<file path="src/rtl/riscv_pkg.sv">
// Shared types for the RV32I pipeline control logic.
package riscv_pkg;

    // Width of a register index.
    localparam int REG_AW = 5;

    // Hazard sequencer states.
    typedef enum logic [1:0] {
        HZ_RUN     = 2'd0,
        HZ_FLUSH   = 2'd1,
        HZ_MEMWAIT = 2'd2
    } hz_state_e;

    // EX operand source select.
    typedef enum logic [1:0] {
        FWD_RF  = 2'd0,
        FWD_MEM = 2'd1,
        FWD_WB  = 2'd2
    } fwd_sel_e;

    // True when a writing stage targets a non-x0 register equal to rs.
    function automatic logic rd_hit(input logic we, input logic [REG_AW-1:0] rd,
                                    input logic [REG_AW-1:0] rs);
        return we && (rd != '0) && (rd == rs);
    endfunction

endpackage

</file>
<file path="src/rtl/hazard_ctrl_fwd_unit.sv">
// Forwarding compare for one EX operand: EX/MEM beats MEM/WB, x0 never forwards.
module fwd_unit
    import riscv_pkg::*;
(
    input  logic [REG_AW-1:0] ex_rs,
    input  logic [REG_AW-1:0] mem_rd,
    input  logic              mem_we,
    input  logic [REG_AW-1:0] wb_rd,
    input  logic              wb_we,
    output fwd_sel_e          sel
);

    // Youngest producer wins, so check the memory stage first.
    always_comb begin
        sel = FWD_RF;
        if (rd_hit(mem_we, mem_rd, ex_rs)) begin
            sel = FWD_MEM;
        end else if (rd_hit(wb_we, wb_rd, ex_rs)) begin
            sel = FWD_WB;
        end
    end

endmodule

</file>
<file path="src/rtl/hazard_ctrl.sv">
// Pipeline sequencer: fetch stall/flush, ID/EX bubble, global freeze,
// EX forwarding selects and stall/flush event counters.
module hazard_ctrl
    import riscv_pkg::*;
#(
    parameter int CntW       = 32,
    parameter int FlushSlots = 2
) (
    input  logic              clk_i,
    input  logic              rstn_i,
    input  logic [REG_AW-1:0] id_rs1_i,
    input  logic [REG_AW-1:0] id_rs2_i,
    input  logic              id_use_rs1_i,
    input  logic              id_use_rs2_i,
    input  logic [REG_AW-1:0] ex_rd_i,
    input  logic              ex_is_load_i,
    input  logic [REG_AW-1:0] ex_rs1_i,
    input  logic [REG_AW-1:0] ex_rs2_i,
    input  logic [REG_AW-1:0] mem_rd_i,
    input  logic              mem_we_i,
    input  logic [REG_AW-1:0] wb_rd_i,
    input  logic              wb_we_i,
    input  logic              jump_ok_i,
    input  logic              dmem_req_i,
    input  logic              dmem_ready_i,
    output logic              stall_en_o,
    output logic              flush_o,
    output logic              idex_bubble_o,
    output logic              freeze_o,
    output logic [1:0]        fwd_a_o,
    output logic [1:0]        fwd_b_o,
    output logic [CntW-1:0]   stall_cnt_o,
    output logic [CntW-1:0]   flush_cnt_o
);

    hz_state_e       state_reg, state_next;
    logic            pend_flush_reg, pend_flush_next;
    logic [CntW-1:0] stall_cnt_reg, flush_cnt_reg;

    logic stall_en, flush, idex_bubble, freeze, jump_acc;
    logic mem_wait, load_use;

    logic [REG_AW-1:0] ex_rs_arr [2];
    fwd_sel_e          fwd_sel_arr [2];

    assign ex_rs_arr[0] = ex_rs1_i;
    assign ex_rs_arr[1] = ex_rs2_i;

    // One independent forwarding compare per EX operand.
    generate
        for (genvar gi = 0; gi < 2; gi++) begin : g_fwd
            fwd_unit u_fwd (
                .ex_rs  (ex_rs_arr[gi]),
                .mem_rd (mem_rd_i),
                .mem_we (mem_we_i),
                .wb_rd  (wb_rd_i),
                .wb_we  (wb_we_i),
                .sel    (fwd_sel_arr[gi])
            );
        end
    endgenerate

    assign mem_wait = dmem_req_i && !dmem_ready_i;
    assign load_use = ex_is_load_i && (ex_rd_i != '0) &&
                      ((id_use_rs1_i && (id_rs1_i == ex_rd_i)) ||
                       (id_use_rs2_i && (id_rs2_i == ex_rd_i)));

    // Next state and controls; memory wait > jump > load-use.
    always_comb begin
        state_next      = state_reg;
        pend_flush_next = pend_flush_reg;
        stall_en        = 1'b0;
        flush           = 1'b0;
        idex_bubble     = 1'b0;
        freeze          = 1'b0;
        jump_acc        = 1'b0;
        if (mem_wait) begin
            // Everything holds; a flush slot interrupted here is replayed afterwards.
            stall_en   = 1'b1;
            freeze     = 1'b1;
            state_next = HZ_MEMWAIT;
            if (state_reg == HZ_FLUSH) begin
                pend_flush_next = 1'b1;
            end
        end else begin
            case (state_reg)
                HZ_RUN: begin
                    if (jump_ok_i) begin
                        // Fetch redirects itself, so no stall; squash IF/ID and ID/EX.
                        flush       = 1'b1;
                        idex_bubble = 1'b1;
                        jump_acc    = 1'b1;
                        state_next  = (FlushSlots == 2) ? HZ_FLUSH : HZ_RUN;
                    end else if (load_use) begin
                        stall_en    = 1'b1;
                        idex_bubble = 1'b1;
                    end
                end
                HZ_FLUSH: begin
                    // Second squashed slot; its jump_ok_i is meaningless.
                    idex_bubble = 1'b1;
                    stall_en    = load_use;
                    state_next  = HZ_RUN;
                end
                HZ_MEMWAIT: begin
                    // Ready cycle: release the freeze, resume any pending flush slot.
                    if (load_use) begin
                        stall_en    = 1'b1;
                        idex_bubble = 1'b1;
                    end
                    state_next      = pend_flush_reg ? HZ_FLUSH : HZ_RUN;
                    pend_flush_next = 1'b0;
                end
                default: begin
                    state_next      = HZ_RUN;
                    pend_flush_next = 1'b0;
                end
            endcase
        end
    end

    // State register and wrapping event counters.
    always_ff @(posedge clk_i) begin
        if (!rstn_i) begin
            state_reg      <= HZ_RUN;
            pend_flush_reg <= 1'b0;
            stall_cnt_reg  <= '0;
            flush_cnt_reg  <= '0;
        end else begin
            state_reg      <= state_next;
            pend_flush_reg <= pend_flush_next;
            if (stall_en) begin
                stall_cnt_reg <= stall_cnt_reg + CntW'(1);
            end
            if (jump_acc) begin
                flush_cnt_reg <= flush_cnt_reg + CntW'(1);
            end
        end
    end

    // Controls are forced low while reset is held.
    assign stall_en_o    = rstn_i && stall_en;
    assign flush_o       = rstn_i && flush;
    assign idex_bubble_o = rstn_i && idex_bubble;
    assign freeze_o      = rstn_i && freeze;
    assign fwd_a_o       = rstn_i ? fwd_sel_arr[0] : FWD_RF;
    assign fwd_b_o       = rstn_i ? fwd_sel_arr[1] : FWD_RF;
    assign stall_cnt_o   = stall_cnt_reg;
    assign flush_cnt_o   = flush_cnt_reg;

endmodule

</file>
<file path="config.mk">
export PLATFORM = sky130hd
export DESIGN_NAME = hazard_ctrl
export DESIGN_NICKNAME = d
export VERILOG_FILES = /design/src/rtl/riscv_pkg.sv /design/src/rtl/hazard_ctrl_fwd_unit.sv /design/src/rtl/hazard_ctrl.sv
export SDC_FILE = /design/constraint.sdc
export NUM_CORES = 1
export LEC_CHECK = 0
export CAP_MARGIN = 20
export CELL_PAD_IN_SITES_DETAIL_PLACEMENT = 2
export CELL_PAD_IN_SITES_GLOBAL_PLACEMENT = 2
export CORE_MARGIN = 5
export CORE_UTILIZATION = 26
export DETAILED_ROUTE_END_ITERATION = 7
export GPL_TIMING_DRIVEN = 0
export PLACE_DENSITY_LB_ADDON = 0.1
export SETUP_SLACK_MARGIN = 0.3
export SYNTH_ARGS = -nofsm -noshare
export SYNTH_HDL_FRONTEND = slang
export SYNTH_SLANG_ARGS = --single-unit
</file>
<file path="constraint.sdc">
create_clock -name clk_i -period 2.5 [get_ports clk_i]
set_input_delay 0.25 -clock clk_i [delete_from_list [all_inputs] [get_ports clk_i]]
set_output_delay 0.25 -clock clk_i [all_outputs]
set_load 0.01 [all_outputs]
</file>
==> results.sh <==
export IMPL_place_hpwl_um=9680
export IMPL_cts_sinks=67
export IMPL_place_area_mm2=0.00501
export IMPL_num_antenna_cells=0
export IMPL_slowest_delay_ps=550
export IMPL_finalNonFillerCells=757
export IMPL_drt_iter0_drc=80
export IMPL_hold_buffers=0
export IMPL_hold_slack_ps=496
export IMPL_ff2ff_path_depth=9
export IMPL_synth_area_mm2=0.00362
export IMPL_cts_buffers=9
export IMPL_syn_avg_cell_area_um2=8.37
export IMPL_cts_max_path_buffers=2
export IMPL_worstHoldStart="rstn_i"
export IMPL_dieWidth_um=128
export IMPL_gp_congestion=0.745
export IMPL_synth_flop_cell="dfxtp_1"
export IMPL_route_vias_total=3757
export IMPL_ios=117
export IMPL_synth_edf_count=0
export IMPL_cts_tree="done"
export IMPL_place_inst=729
export IMPL_drt_pass1_iter_count=4
export IMPL_ys_types=44
export IMPL_end_kind="primary output"
export IMPL_fin_crit_sh=0.868
export IMPL_async_flop_share=0
export IMPL_worst_hold_path_endpoint="state_reg[0]"
export IMPL_clk_pin_slew_worst_paths_ps=60
export IMPL_synth_top_area_share=0.370
export IMPL_r2r_end="stall_cnt_o[31]"
export IMPL_die_area_mm2=0.0164
export IMPL_slew_headroom=0.626
export IMPL_cellLeakagePower_nw=1.94
export IMPL_ys_seq_area_frac=0.370
export IMPL_drive_gt1_frac=0.139
export IMPL_grt_max_degree=13
export IMPL_drc=0
export IMPL_ys_ff_latch=67
export IMPL_crit_fanout=4
export IMPL_worst_slew_pin_slew_ps=561
export IMPL_crit_path_top_delay_cell="or4_1"
export IMPL_grt_pass1_vias=4121
export IMPL_port_buffers=116
export IMPL_rows=43
export IMPL_synthCells=433
export IMPL_syn_nets=484
export IMPL_routed_wl_um=12800
export IMPL_track_usage=0.160
export IMPL_critical_path_class="input port to primary output"
export IMPL_total_power_mw=2.58
export IMPL_r2r_start="state_reg[0]"
export IMPL_drv_cap=0
export IMPL_setup_violations=0
export IMPL_start_util=0.263
export IMPL_antenna_left=0
export IMPL_hold_viol=0
export IMPL_postLayoutCellArea_mm2=0.00552
export IMPL_synthToLayoutAreaGrowth_pct=52.4
export IMPL_rsz0062_at_grt="yes"
export IMPL_min_path_cells=3
export IMPL_fmax_mhz=461
export IMPL_cp_required_ps=2250
export IMPL_min_path_type="input port to flop"
export IMPL_skew_ps=7.91
export IMPL_routedWlPerCell_um=16.9
export IMPL_synth_largest_area_cell="dfxtp_1"
export IMPL_fillers=1571
export IMPL_cp_arrival_ps=1920
export IMPL_slew_violations=0
export IMPL_final_nets=623
export IMPL_core_area_mm2=0.0138
export IMPL_vias_per_cell=4.96
export IMPL_ys_top_cells_by_area="dfxtp_1, xor2_1, xnor2_1, a21oi_1, nor2_1"
export IMPL_die_h_um=128
export IMPL_insertion_delay_ps=330
export IMPL_grt_pass1_wl_um=21100
export IMPL_status="finished, final reports clean"
export IMPL_ff2ff_setup_slack_ps=410
export IMPL_ir_drop_mv=0.310
export IMPL_startpoint_type="input port"
export IMPL_worstPathCellList="dlygate4sd2_1 -> or4_1 -> o21a_4 -> and2_4 -> a211oi_2 -> nor4_1 -> buf_2"
export IMPL_root_buffer="clkbuf_16"
export IMPL_fin_crit_ps=2170
export IMPL_overflow=0
export IMPL_yosys_warnings=0
export IMPL_p_per_area_mw_per_mm2=467
export IMPL_htree_levels=3
export IMPL_antenna_found_initial=0
-- report_power, final --
| group | total, mW | internal [mW] | leakage, nW | switching (mW) |
|---|---|---|---|---|
| combinational | 0.275 | 0.142 | 1.26 | 0.133 |
| sequential | 1.09 | 1.08 | 0.543 | 0.0115 |
| clock | 1.22 | 0.726 | 0.138 | 0.491 |
| total | 2.58 | 1.94 | 1.94 | 0.636 |
-- cells by family after synthesis --
| group | synth area share |
|---|---|
| XOR/XNOR | 0.140 |
| multiplexers | 0.00276 |
| buffers and inverters | 0.0425 |
| flip-flops | 0.370 |
| AND/OR/NAND/NOR | 0.289 |
| adder cells (fa/ha/maj) | 0.0207 |
| AO/OA/AOI/OAI | 0.135 |
-- Yosys cell counts (all sizes together) (2+ instances only) --
cell type and instances:
a21oi 39, a31oi 2, and4 3, buf 8, o31ai 13, clkbuf 11
a211oi 2, nor2 43, or4 18, nor4 6, inv 12, nand3 28
nand2 26, and2 6, xor2 34, nand4 14, dfxtp 67, nand2b 3
xnor2 24, ha 6, nor3 6, o21ai 23, and3 10, or3 22
-- metal layers --
layer  global-route usage  vias up  wire [µm]  part of all wire
met5                    0        -          0                 0
met4               0.0424        0        153             0.012
met3               0.0483       11        690             0.054
met2                0.275       79       6380              0.50
met1                0.194     1842       5590              0.44
li1                     -     1825          -                 -
-- cell type report --
type                            instances  area (µm²)  share of cell area
Buffer                                 19         125              0.0227
Multi-Input combinational cell        335        2250               0.408
Clock buffer                           11         253              0.0458
Inverter                               12        45.0             0.00815
Timing Repair Buffer                  128        1240               0.224
Sequential cell                        67        1350               0.244
Tap cell                              180         225              0.0408
Clock inverter                          5        37.5             0.00680
-- critical path, delay by kind of cell --
kind	cells	cell delay, ps
AO/OA/AOI/OAI	2	460
buffers and inverters	2	430
AND/OR/NAND/NOR	3	790
-- cell usage in the layout (no fill, tap or decap), types with 8 or more instances in the layout --
master            n
inv_1             9
nor2_1           39
or3_1            21
o21ai_1          11
clkbuf_16         9
xor2_1           34
dlygate4sd2_1    11
nand4_1          13
a21oi_1          37
dfxtp_1          62
buf_4            13
xnor2_1          24
o21ai_0          11
nand3_1          28
o31ai_1          13
clkdlybuf4s50_1  95
nand2_1          25
and3_1            8
or4_1            16
-- through the flow --
step,worst slack (ps),util,TNS (ps)
after floorplan,466,-,0
after global placement,-308,0.364,-3090
after detailed placement,-344,0.364,-3600
after CTS,151,0.393,0
after global routing,252,0.401,0
final,329,0.401,0
-- worst max-delay path by stage --
stage                      start              end  slack [ps]  depth (start not counted)
finish                ex_rd_i[1]    idex_bubble_o         330                          7
global route         id_rs1_i[3]    idex_bubble_o         250                          8
CTS                   ex_rd_i[0]    idex_bubble_o         150                          8
detailed placement   mem_rd_i[0]       fwd_b_o[1]        -340                          6
global placement     mem_rd_i[0]       fwd_b_o[1]        -310                          6
floorplan           state_reg[0]  flush_cnt_o[31]         470                          8
-- timing repair --
item,CTS,global route
endpoints found under the setup margin,52,52
pin swaps,6,10
buffers inserted,7,4
gates cloned,0,1
resized for setup,47,30
hold endpoints to repair,0,0
(Power assumes the default switching activity.)
